### config.mk
export PLATFORM = sky130hd
export DESIGN_NAME = fp_path_merge
export DESIGN_NICKNAME = d
export VERILOG_FILES = /design/src/rtl/fp_add_pkg.sv /design/src/rtl/fp_path_merge_tag_fifo.sv /design/src/rtl/fp_path_merge.sv
export SDC_FILE = /design/constraint.sdc
export NUM_CORES = 1
export LEC_CHECK = 0
export ABC_AREA = 1
export ABC_CLOCK_PERIOD_IN_PS = 5500
export BUFFER_PORTS_ARGS = -buffer_cell sky130_fd_sc_hd__buf_2
export CAP_MARGIN = 20
export CORE_MARGIN = 2
export CORE_UTILIZATION = 40
export DETAILED_ROUTE_END_ITERATION = 12
export MAX_ROUTING_LAYER = met4
export PLACE_DENSITY = 0.74
export SKIP_CTS_REPAIR_TIMING = 1
export SYNTH_ARGS = -nofsm -noshare
export SYNTH_HDL_FRONTEND = slang
export SYNTH_HIERARCHICAL = 1
export SYNTH_SLANG_ARGS = --single-unit
### constraint.sdc
create_clock -name clk -period 5.5 [get_ports clk]
set_input_delay 0.825 -clock clk [delete_from_list [all_inputs] [get_ports clk]]
set_output_delay 0.825 -clock clk [all_outputs]
set_load 0.005 [all_outputs]
### src/rtl/fp_add_pkg.sv
// fp_add_pkg: constants and types shared by the floating-point adder's
// operand-routing demux and its result-merge stage.
//   FP_W        result word width (sign + exponent + extended mantissa)
//   path_sel_t  2-bit datapath lane select
//   PATH_*      lane select encodings; PATH_BAD is not a valid lane
package fp_add_pkg;

  localparam int unsigned FP_W = 37;

  typedef logic [1:0] path_sel_t;

  localparam path_sel_t PATH_0   = 2'b00;
  localparam path_sel_t PATH_1   = 2'b01;
  localparam path_sel_t PATH_2   = 2'b10;
  localparam path_sel_t PATH_BAD = 2'b11;

  function automatic logic is_bad_path(input path_sel_t sel);
    return sel == PATH_BAD;
  endfunction

endpackage

### src/rtl/fp_path_merge_tag_fifo.sv
// tag_fifo: synchronous FIFO with full/empty/count flags, async active-high
// reset. Pushes while full and pops while empty are ignored.
//   clk, rst       clock, asynchronous active-high reset
//   push_i/wdata_i write strobe and data
//   pop_i          read strobe (rdata_o shows the head entry)
//   rdata_o        head entry, valid while empty_o is low
//   full_o/empty_o occupancy flags
//   count_o        number of stored entries, 0..DEPTH
module tag_fifo #(
  parameter int unsigned W     = 2,
  parameter int unsigned DEPTH = 4
) (
  input  logic                       clk,
  input  logic                       rst,
  input  logic                       push_i,
  input  logic [W-1:0]               wdata_i,
  input  logic                       pop_i,
  output logic [W-1:0]               rdata_o,
  output logic                       full_o,
  output logic                       empty_o,
  output logic [$clog2(DEPTH+1)-1:0] count_o
);

  localparam int unsigned PTR_W = $clog2(DEPTH);
  localparam int unsigned CNT_W = $clog2(DEPTH+1);

  logic [W-1:0]     mem_q [DEPTH];
  logic [PTR_W-1:0] wr_ptr_q, rd_ptr_q;
  logic [CNT_W-1:0] count_q, count_d;
  logic             do_push, do_pop;

  assign full_o  = (count_q == CNT_W'(DEPTH));
  assign empty_o = (count_q == '0);
  assign count_o = count_q;
  assign rdata_o = mem_q[rd_ptr_q];

  assign do_push = push_i && !full_o;
  assign do_pop  = pop_i && !empty_o;

  always_comb begin
    count_d = count_q;
    case ({do_push, do_pop})
      2'b10:   count_d = count_q + CNT_W'(1);
      2'b01:   count_d = count_q - CNT_W'(1);
      default: count_d = count_q;
    endcase
  end

  // Pointers are log2(DEPTH) bits and wrap on their own (DEPTH is a power of two).
  always_ff @(posedge clk or posedge rst) begin
    if (rst) begin
      wr_ptr_q <= '0;
      rd_ptr_q <= '0;
      count_q  <= '0;
      for (int unsigned i = 0; i < DEPTH; i++) mem_q[i] <= '0;
    end else begin
      count_q <= count_d;
      if (do_push) begin
        mem_q[wr_ptr_q] <= wdata_i;
        wr_ptr_q        <= wr_ptr_q + PTR_W'(1);
      end
      if (do_pop) rd_ptr_q <= rd_ptr_q + PTR_W'(1);
    end
  end

endmodule

### src/rtl/fp_path_merge.sv
// fp_path_merge: result-merge stage of the FP adder. Records each issued lane
// select in a tag FIFO and collects lane results strictly in issue order,
// presenting them as one registered valid/ready stream.
//   clk, rst                      clock, asynchronous active-high reset
//   issue_valid/issue_sel         dispatch to lane issue_sel this cycle
//   issue_ready                   tag FIFO not full
//   rN_valid/rN_data/rN_ready     lane N result handshake (N = 0..2)
//   out_valid/out_data/out_sel    merged result and its producing lane
//   out_ready                     downstream accepts
//   err                           sticky: an issue with select 2'b11 was seen
module fp_path_merge
  import fp_add_pkg::*;
#(
  parameter int unsigned W     = FP_W,
  parameter int unsigned DEPTH = 4
) (
  input  logic         clk,
  input  logic         rst,
  input  logic         issue_valid,
  input  logic [1:0]   issue_sel,
  output logic         issue_ready,
  input  logic         r0_valid,
  input  logic [W-1:0] r0_data,
  output logic         r0_ready,
  input  logic         r1_valid,
  input  logic [W-1:0] r1_data,
  output logic         r1_ready,
  input  logic         r2_valid,
  input  logic [W-1:0] r2_data,
  output logic         r2_ready,
  output logic         out_valid,
  output logic [W-1:0] out_data,
  output logic [1:0]   out_sel,
  input  logic         out_ready,
  output logic         err
);

  localparam int unsigned CNT_W = $clog2(DEPTH+1);

  logic             fifo_full, fifo_empty;
  logic [CNT_W-1:0] fifo_count;
  path_sel_t        head_sel;
  logic             push, pop, load_ok;
  logic             head_valid;
  logic [W-1:0]     head_data;

  logic             out_valid_q;
  logic [W-1:0]     out_data_q;
  path_sel_t        out_sel_q;
  logic             err_q;

  // issue_ready looks only at the registered count: a pop in the same cycle
  // does not free a slot for a push until the next cycle.
  assign issue_ready = !fifo_full;
  assign push        = issue_valid && !fifo_full && !is_bad_path(issue_sel);
  assign load_ok     = !out_valid_q || out_ready;

  // Only the lane named by the head tag may hand over a result.
  always_comb begin
    r0_ready   = 1'b0;
    r1_ready   = 1'b0;
    r2_ready   = 1'b0;
    head_valid = 1'b0;
    head_data  = '0;
    if (!fifo_empty) begin
      case (head_sel)
        PATH_0: begin
          r0_ready   = load_ok;
          head_valid = r0_valid;
          head_data  = r0_data;
        end
        PATH_1: begin
          r1_ready   = load_ok;
          head_valid = r1_valid;
          head_data  = r1_data;
        end
        PATH_2: begin
          r2_ready   = load_ok;
          head_valid = r2_valid;
          head_data  = r2_data;
        end
        default: ;
      endcase
    end
  end

  assign pop = head_valid && load_ok;

  tag_fifo #(
    .W     (2),
    .DEPTH (DEPTH)
  ) u_tag_fifo (
    .clk     (clk),
    .rst     (rst),
    .push_i  (push),
    .wdata_i (issue_sel),
    .pop_i   (pop),
    .rdata_o (head_sel),
    .full_o  (fifo_full),
    .empty_o (fifo_empty),
    .count_o (fifo_count)
  );

  always_ff @(posedge clk or posedge rst) begin
    if (rst) begin
      out_valid_q <= 1'b0;
      out_data_q  <= '0;
      out_sel_q   <= PATH_0;
      err_q       <= 1'b0;
    end else begin
      if (pop) begin
        out_valid_q <= 1'b1;
        out_data_q  <= head_data;
        out_sel_q   <= head_sel;
      end else if (out_valid_q && out_ready) begin
        out_valid_q <= 1'b0;
      end
      if (issue_valid && is_bad_path(issue_sel)) err_q <= 1'b1;
    end
  end

  assign out_valid = out_valid_q;
  assign out_data  = out_data_q;
  assign out_sel   = out_sel_q;
  assign err       = err_q;

  // Lanes stalled by ready=0 must keep their result presented unchanged.
  a_lane0_hold: assert property (@(posedge clk) disable iff (rst)
    (r0_valid && !r0_ready) |=> (r0_valid && $stable(r0_data)));
  a_lane1_hold: assert property (@(posedge clk) disable iff (rst)
    (r1_valid && !r1_ready) |=> (r1_valid && $stable(r1_data)));
  a_lane2_hold: assert property (@(posedge clk) disable iff (rst)
    (r2_valid && !r2_ready) |=> (r2_valid && $stable(r2_data)));
  a_count_range: assert property (@(posedge clk) disable iff (rst)
    fifo_count <= CNT_W'(DEPTH));

endmodule

### Yosys cells after proc, flatten, opt, wreduce, memory -nomap -nowiden

Cells that the tools add are included.
Widths: inputs -> output; s select.

* register bits: 56
* bits of input ports: 120
* output and inout port bits: 45
* word-level logic and storage cells: 62

* add/sub/neg operators: 4
* magnitude comparators: 3
* equal/unequal tests: 6
* mux-type cells: 19
* bitwise operators: 2
* reductions and logical operators: 17

Operators with widths (number)
* $pmux 37 s3: 1
* $mux 37: 1
* $mux 1: 9
* $bwmux 8: 1
* $logic_and 1x1->1: 8
* $eq 2x2->1 const B: 3
* $ge 3x3->1 const B: 2
* $mux 2: 3
* $not 2->3: 2
* $pmux 3 s2: 1
* $add 2x1->2 const B: 2
* $bmux 2 s2: 1
* $demux 2 s2: 1
* $eq 2x1->1 const B: 2
* $logic_not 1->1: 4
* $reduce_bool 2->1: 2
* $add 3x1->3 const B: 1
* $eq 3x3->1 const B: 1
* $logic_not 3->1: 1
* $lt 3x1->1 const B: 1
* $pmux 1 s3: 1
* $sub 3x1->3 const B: 1
* $logic_not 2->1: 1
* $logic_or 1x1->1: 1

### Logic depth before layout (Yosys ltp)

* depth in word-level cells: 11
* mapped depth: 21
* depth with buffers taken out: 19

### Hierarchy

The synthesis kept the hierarchy.

By module, submodules not included
* fp_path_merge: times used 1, cells an instance 366, area each 2633.8 um^2, sequential area each 1026.0 um^2
* tag_fifo: times used 1, cells an instance 106, area each 844.6 um^2, sequential area each 375.4 um^2

### Worst setup path before layout

Ideal clock, no wire load.

* kind: register to register
* start point: register u_tag_fifo.rd_ptr_q[0]
* end point: register u_tag_fifo.count_q[2], in the netlist u_tag_fifo/count_o[2]
* setup time: 0.117 ns
* arrival time: 2.433 ns
* slack: 2.951 ns
* cell stages (with the launch flop): 20
* buffers on the path: 2
* period minus slack after synthesis: 2.549 ns
* path through: dfrtp_1 -> inv_1 -> o21ai_0 -> o21ai_0 -> buf_6 -> nor2_4 -> nand2_1 -> nand3_2 -> nand3_2 -> buf_2 -> inv_1 -> nand2_1 -> inv_1 -> ha_1 -> inv_1 -> fa_1 -> nand2_1 -> nand3_1 -> nand2_1 -> nand2_1

* cells in the longest elaborated chain, start to end: 11
* elaborated cells on any way between the ends: 15
* those cells by class: eq/ne (4); mux (6); bitwise (1); reduce/logical (4)

RTL lines
* start: declaration: line fp_path_merge_tag_fifo.sv:28 `logic [PTR_W-1:0] wr_ptr_q, rd_ptr_q;`
* start signal: assignment: line fp_path_merge_tag_fifo.sv:62 `if (do_pop) rd_ptr_q <= rd_ptr_q + PTR_W'(1);`
* $not 2->3 (not written as such) (*): line fp_path_merge_tag_fifo.sv:35 `assign rdata_o = mem_q[rd_ptr_q];`
* $bmux 2 s2 (*): line fp_path_merge_tag_fifo.sv:35
* $mux 2 (not written as such) (*) (2 in series): line fp_path_merge_tag_fifo.sv:35
* net head_sel[0]: line fp_path_merge.sv:42 `path_sel_t head_sel;`
* $eq 2x2->1, or another cell as far along: line fp_path_merge.sv:66 `case (head_sel)`
* $pmux 1 s3 (*): line fp_path_merge.sv:66
* $mux 1 (*): line fp_path_merge.sv:65 `if (!fifo_empty) begin`
* $logic_and 1x1->1 (*): line fp_path_merge.sv:87 `assign pop = head_valid && load_ok;`
* net pop: line fp_path_merge.sv:43 `logic push, pop, load_ok;`
* $logic_and 1x1->1 (*): line fp_path_merge_tag_fifo.sv:38 `assign do_pop = pop_i && !empty_o;`
* net u_tag_fifo.do_pop: line fp_path_merge_tag_fifo.sv:30 `logic do_push, do_pop;`
* $eq 2x1->1 / $eq 2x2->1 (equally long branches): line fp_path_merge_tag_fifo.sv:42 `case ({do_push, do_pop})`
* $pmux 3 s2 / $reduce_bool 2->1 (equally long branches)
* end signal: assignment: line fp_path_merge_tag_fifo.sv:57 `count_q <= count_d;`
* end: declaration: line fp_path_merge_tag_fifo.sv:29 `logic [CNT_W-1:0] count_q, count_d;`

Mark *: on every way through the listed nets, which the timed path passes. The rest lies on a longest branch. The select of a mux whose other input is x is not followed.
A chain may end at the register's enable or synchronous reset.

### Final worst setup path

Same ends and word-level chain as after synthesis.

==> impl_metrics.tcl <==
set metrics [dict create \
    status "finished, final reports clean" \
    worstSetupEndpointType "register" \
    required_ns 5.71 \
    synthAdderAreaFrac_pct 2.37 \
    cts_max_level 2 \
    fin_nets 734 \
    worstMarginPinSlew_ns 0.976 \
    fin_cells 717 \
    pre_cts_ws_ns 0.874 \
    core_um2 8590 \
    crit_end "u_tag_fifo/count_o[2]$_DFFE_PP0P_" \
    cts-root-buf "clkbuf_8" \
    setup_slack_ns 0.852 \
    fp.dieH_um 97.3 \
    grt_pass1_vias 3581 \
    fmax_ghz 0.215 \
    synth_top_cell_by_area "dfrtp_1" \
    antenna_found_initial 0 \
    drive_gt1_share_pct 31.2 \
    track_usage_pct 21.7 \
    cp_slowest_cell "nand3_2" \
    critPathMaxFanout 41 \
    grt_pass1_wl_um 16600 \
    final_common_cell "buf_2" \
    slew-limit-headroom_pct 35.0 \
    rows 34 \
    synth_top_area_share_pct 40.3 \
    setup_viol 0 \
    ys.warnings.count 6 \
    synth_xor_area_share_pct 0.252 \
    cts_tree "yes" \
    dr.first_iter.drc_count 255 \
    final.min_clock_period_ns 4.65 \
    synth_area_um2 3480 \
    antenna_left 0 \
    powerDensity_nw_per_um2 690 \
    cellLeakagePower_nw 2.47 \
    dp_cells 709 \
    clockBufferDepth 2 \
    cp_data_arrival_time_ns 4.85 \
    synth_top_family_by_area "simple AND/OR/NAND/NOR gates" \
    hold_path.class "register to register" \
    grt-ovfl-total 0 \
    dp_hpwl_um 7360 \
    portBuffers 164 \
    grt_max_degree 43 \
    cap_violations 0 \
    cts_made_buffers 5 \
    ys_types 22 \
    antennaDiodeCount 0 \
    final_max_slew_viol_count 0 \
    ir_worst_vdd_v 0.000326 \
    crit_chain "inv_1, o21ai_0, o21ai_4, inv_2, nand3_2, nand3_2, nand3_2, inv_1, nand2_1, inv_1, ha_1, inv_1, fa_1, nand2_1, nand3_1, nand2_1, nand2_1" \
    r2r_slack_ns 0.85 \
    drtPass1Iterations 6 \
    die-area_um2 9460 \
    synth_seq_area_share_pct 40.3 \
    gp_congestion 0.907 \
    crit_start "u_tag_fifo/rd_ptr_q[0]$_DFFE_PP0P_" \
    r2r_start "u_tag_fifo/rd_ptr_q[0]$_DFFE_PP0P_" \
    syn_avg_cell_area_um2 7.37 \
    cts_sinks 56 \
    drcViolationCount 0 \
    via_per_inst 5.29 \
    r2r_cells 17 \
    grt_setup_unrepaired "false" \
    clock_latency_ns 0.31 \
    die_w_um 97.3 \
    dpl-instance-area_um2 4220 \
    syn2layout_area_growth_pct 25.9 \
    syn_inst 472 \
    synth_nets 598 \
    fin_crit_sh_pct 84.5 \
    ys_top_cells_by_area "dfrtp_1 (40%), nand3_1 (17%), nand2_1 (17%)" \
    critical-path-max-stage-delay_ns 0.83 \
    final-hold-violation-count 0 \
    synth-simple-area-share_pct 45.5 \
    skew_ns 0.0105 \
    drt-total-wl_um 10100 \
    r2r_end "u_tag_fifo/count_o[2]$_DFFE_PP0P_" \
    p_total_mw 3.02 \
    ys_seq_elements 56 \
    worst_setup_path_start_kind "register" \
    start_util_pct 40.5 \
    synth_compound_area_share_pct 1.40 \
    final_cell_mix "buf_2 (164), nand2_1 (155), nand3_1 (120)" \
    path_clk_slew_ns 0.10 \
    worstSetupPathType "register to register" \
    muxShareOfSynthArea_pct 0 \
    floorplan.io_pins 165 \
    finalSetupTns_ns 0 \
    wl_per_cell_um 14.2 \
    num_vias 3795 \
    final_area_um2 4380 \
]
## power by group
| group | switching, mW | internal, mW | total (mW) | leakage [nW] |
|---|---|---|---|---|
| combinational | 1.31 | 0.636 | 1.95 | 1.69 |
| sequential | 0.109 | 0.608 | 0.718 | 0.704 |
| clock | 0.129 | 0.227 | 0.356 | 0.0784 |
## how the worst min path moves through the flow
stage | start | end | slack [ns] | cells after the start
4_1_cts | u_tag_fifo/mem_q[1]$_DFFE_PP0P_ | u_tag_fifo/mem_q[1]$_DFFE_PP0P_ | 0.48 | 2
3_5_place_dp | u_tag_fifo/mem_q[1]$_DFFE_PP0P_ | u_tag_fifo/mem_q[1]$_DFFE_PP0P_ | 0.46 | 2
3_3_place_gp | err$_DFFE_PP0P_ | err$_DFFE_PP0P_ | 0.45 | 1
2_1_floorplan | u_tag_fifo/mem_q[0]$_DFFE_PP0P_ | u_tag_fifo/mem_q[0]$_DFFE_PP0P_ | 0.44 | 2
5_1_grt | u_tag_fifo/mem_q[1]$_DFFE_PP0P_ | u_tag_fifo/mem_q[1]$_DFFE_PP0P_ | 0.49 | 2
6_report | u_tag_fifo/mem_q[1]$_DFFE_PP0P_ | u_tag_fifo/mem_q[1]$_DFFE_PP0P_ | 0.48 | 2
## sequential cells by signal, summed over array words and instances (netlist names)
signal / count
u_tag_fifo/count_o: 3
u_tag_fifo/wr_ptr_q: 2
err: 1
out_data: 37
out_sel: 2
u_tag_fifo/mem_q: 8
u_tag_fifo/rd_ptr_q: 2
out_valid: 1
## worst max-delay path, delay by kind of cell, from the launching register on
kind | cells | cell delay (ns)
AOI/OAI and AO/OA | 2 | 0.45
and+or+nand+nor | 8 | 1.97
buffers and inverters | 5 | 1.07
adders and majority gates | 2 | 0.54
DFF | 1 | 0.45
## metrics by stage
stage,hold WS (ns),utilization (%)
6_report,0.480,51.0
5_1_grt,0.493,51.0
4_1_cts,0.482,51.0
2_1_floorplan,0.437,-
3_3_place_gp,0.452,49.1
3_5_place_dp,0.458,49.1
## Yosys cell counts
cell / n
nor2_2: 1
xnor2_1: 1
o21ai_0: 7
ha_1: 5
clkbuf_1: 11
nor2_4: 1
inv_2: 2
nand2_1: 155
nand3_1: 120
buf_2: 12
buf_6: 12
a21oi_1: 1
nor3_1: 3
buf_4: 5
nand4_1: 48
a31o_2: 1
dfrtp_1: 56
nand3_2: 4
nand2_2: 1
inv_1: 19
nor2_1: 6
fa_1: 1
## cell type report
| type | instances | area, um^2 |
|---|---|---|
| fill | 867 | 4210 |
| clock inverter | 3 | 90.1 |
| clock buffer | 5 | 68.8 |
| tap | 108 | 135 |
| inverter | 21 | 78.8 |
| sequential | 56 | 1400 |
| multi-input combinational | 355 | 1750 |
| timing repair buffer | 169 | 858 |
## cells by family after synthesis
logic type      after synthesis
simple gates                339
compound gates                9
flops                        56
fa+ha+maj                     6
buf+inv                      61
xor+xnor                      1
## per-layer routing
layer | vias to the layer above | wire, um | GRT usage, %
met5 | - | 0 | -
met4 | 0 | 142 | 6.20
met3 | 19 | 760 | 4.24
met2 | 163 | 5160 | 36.8
met1 | 1743 | 4080 | 26.5
li1 | 1870 | - | -
No activity file was read; power rests on OpenSTA's default activity.
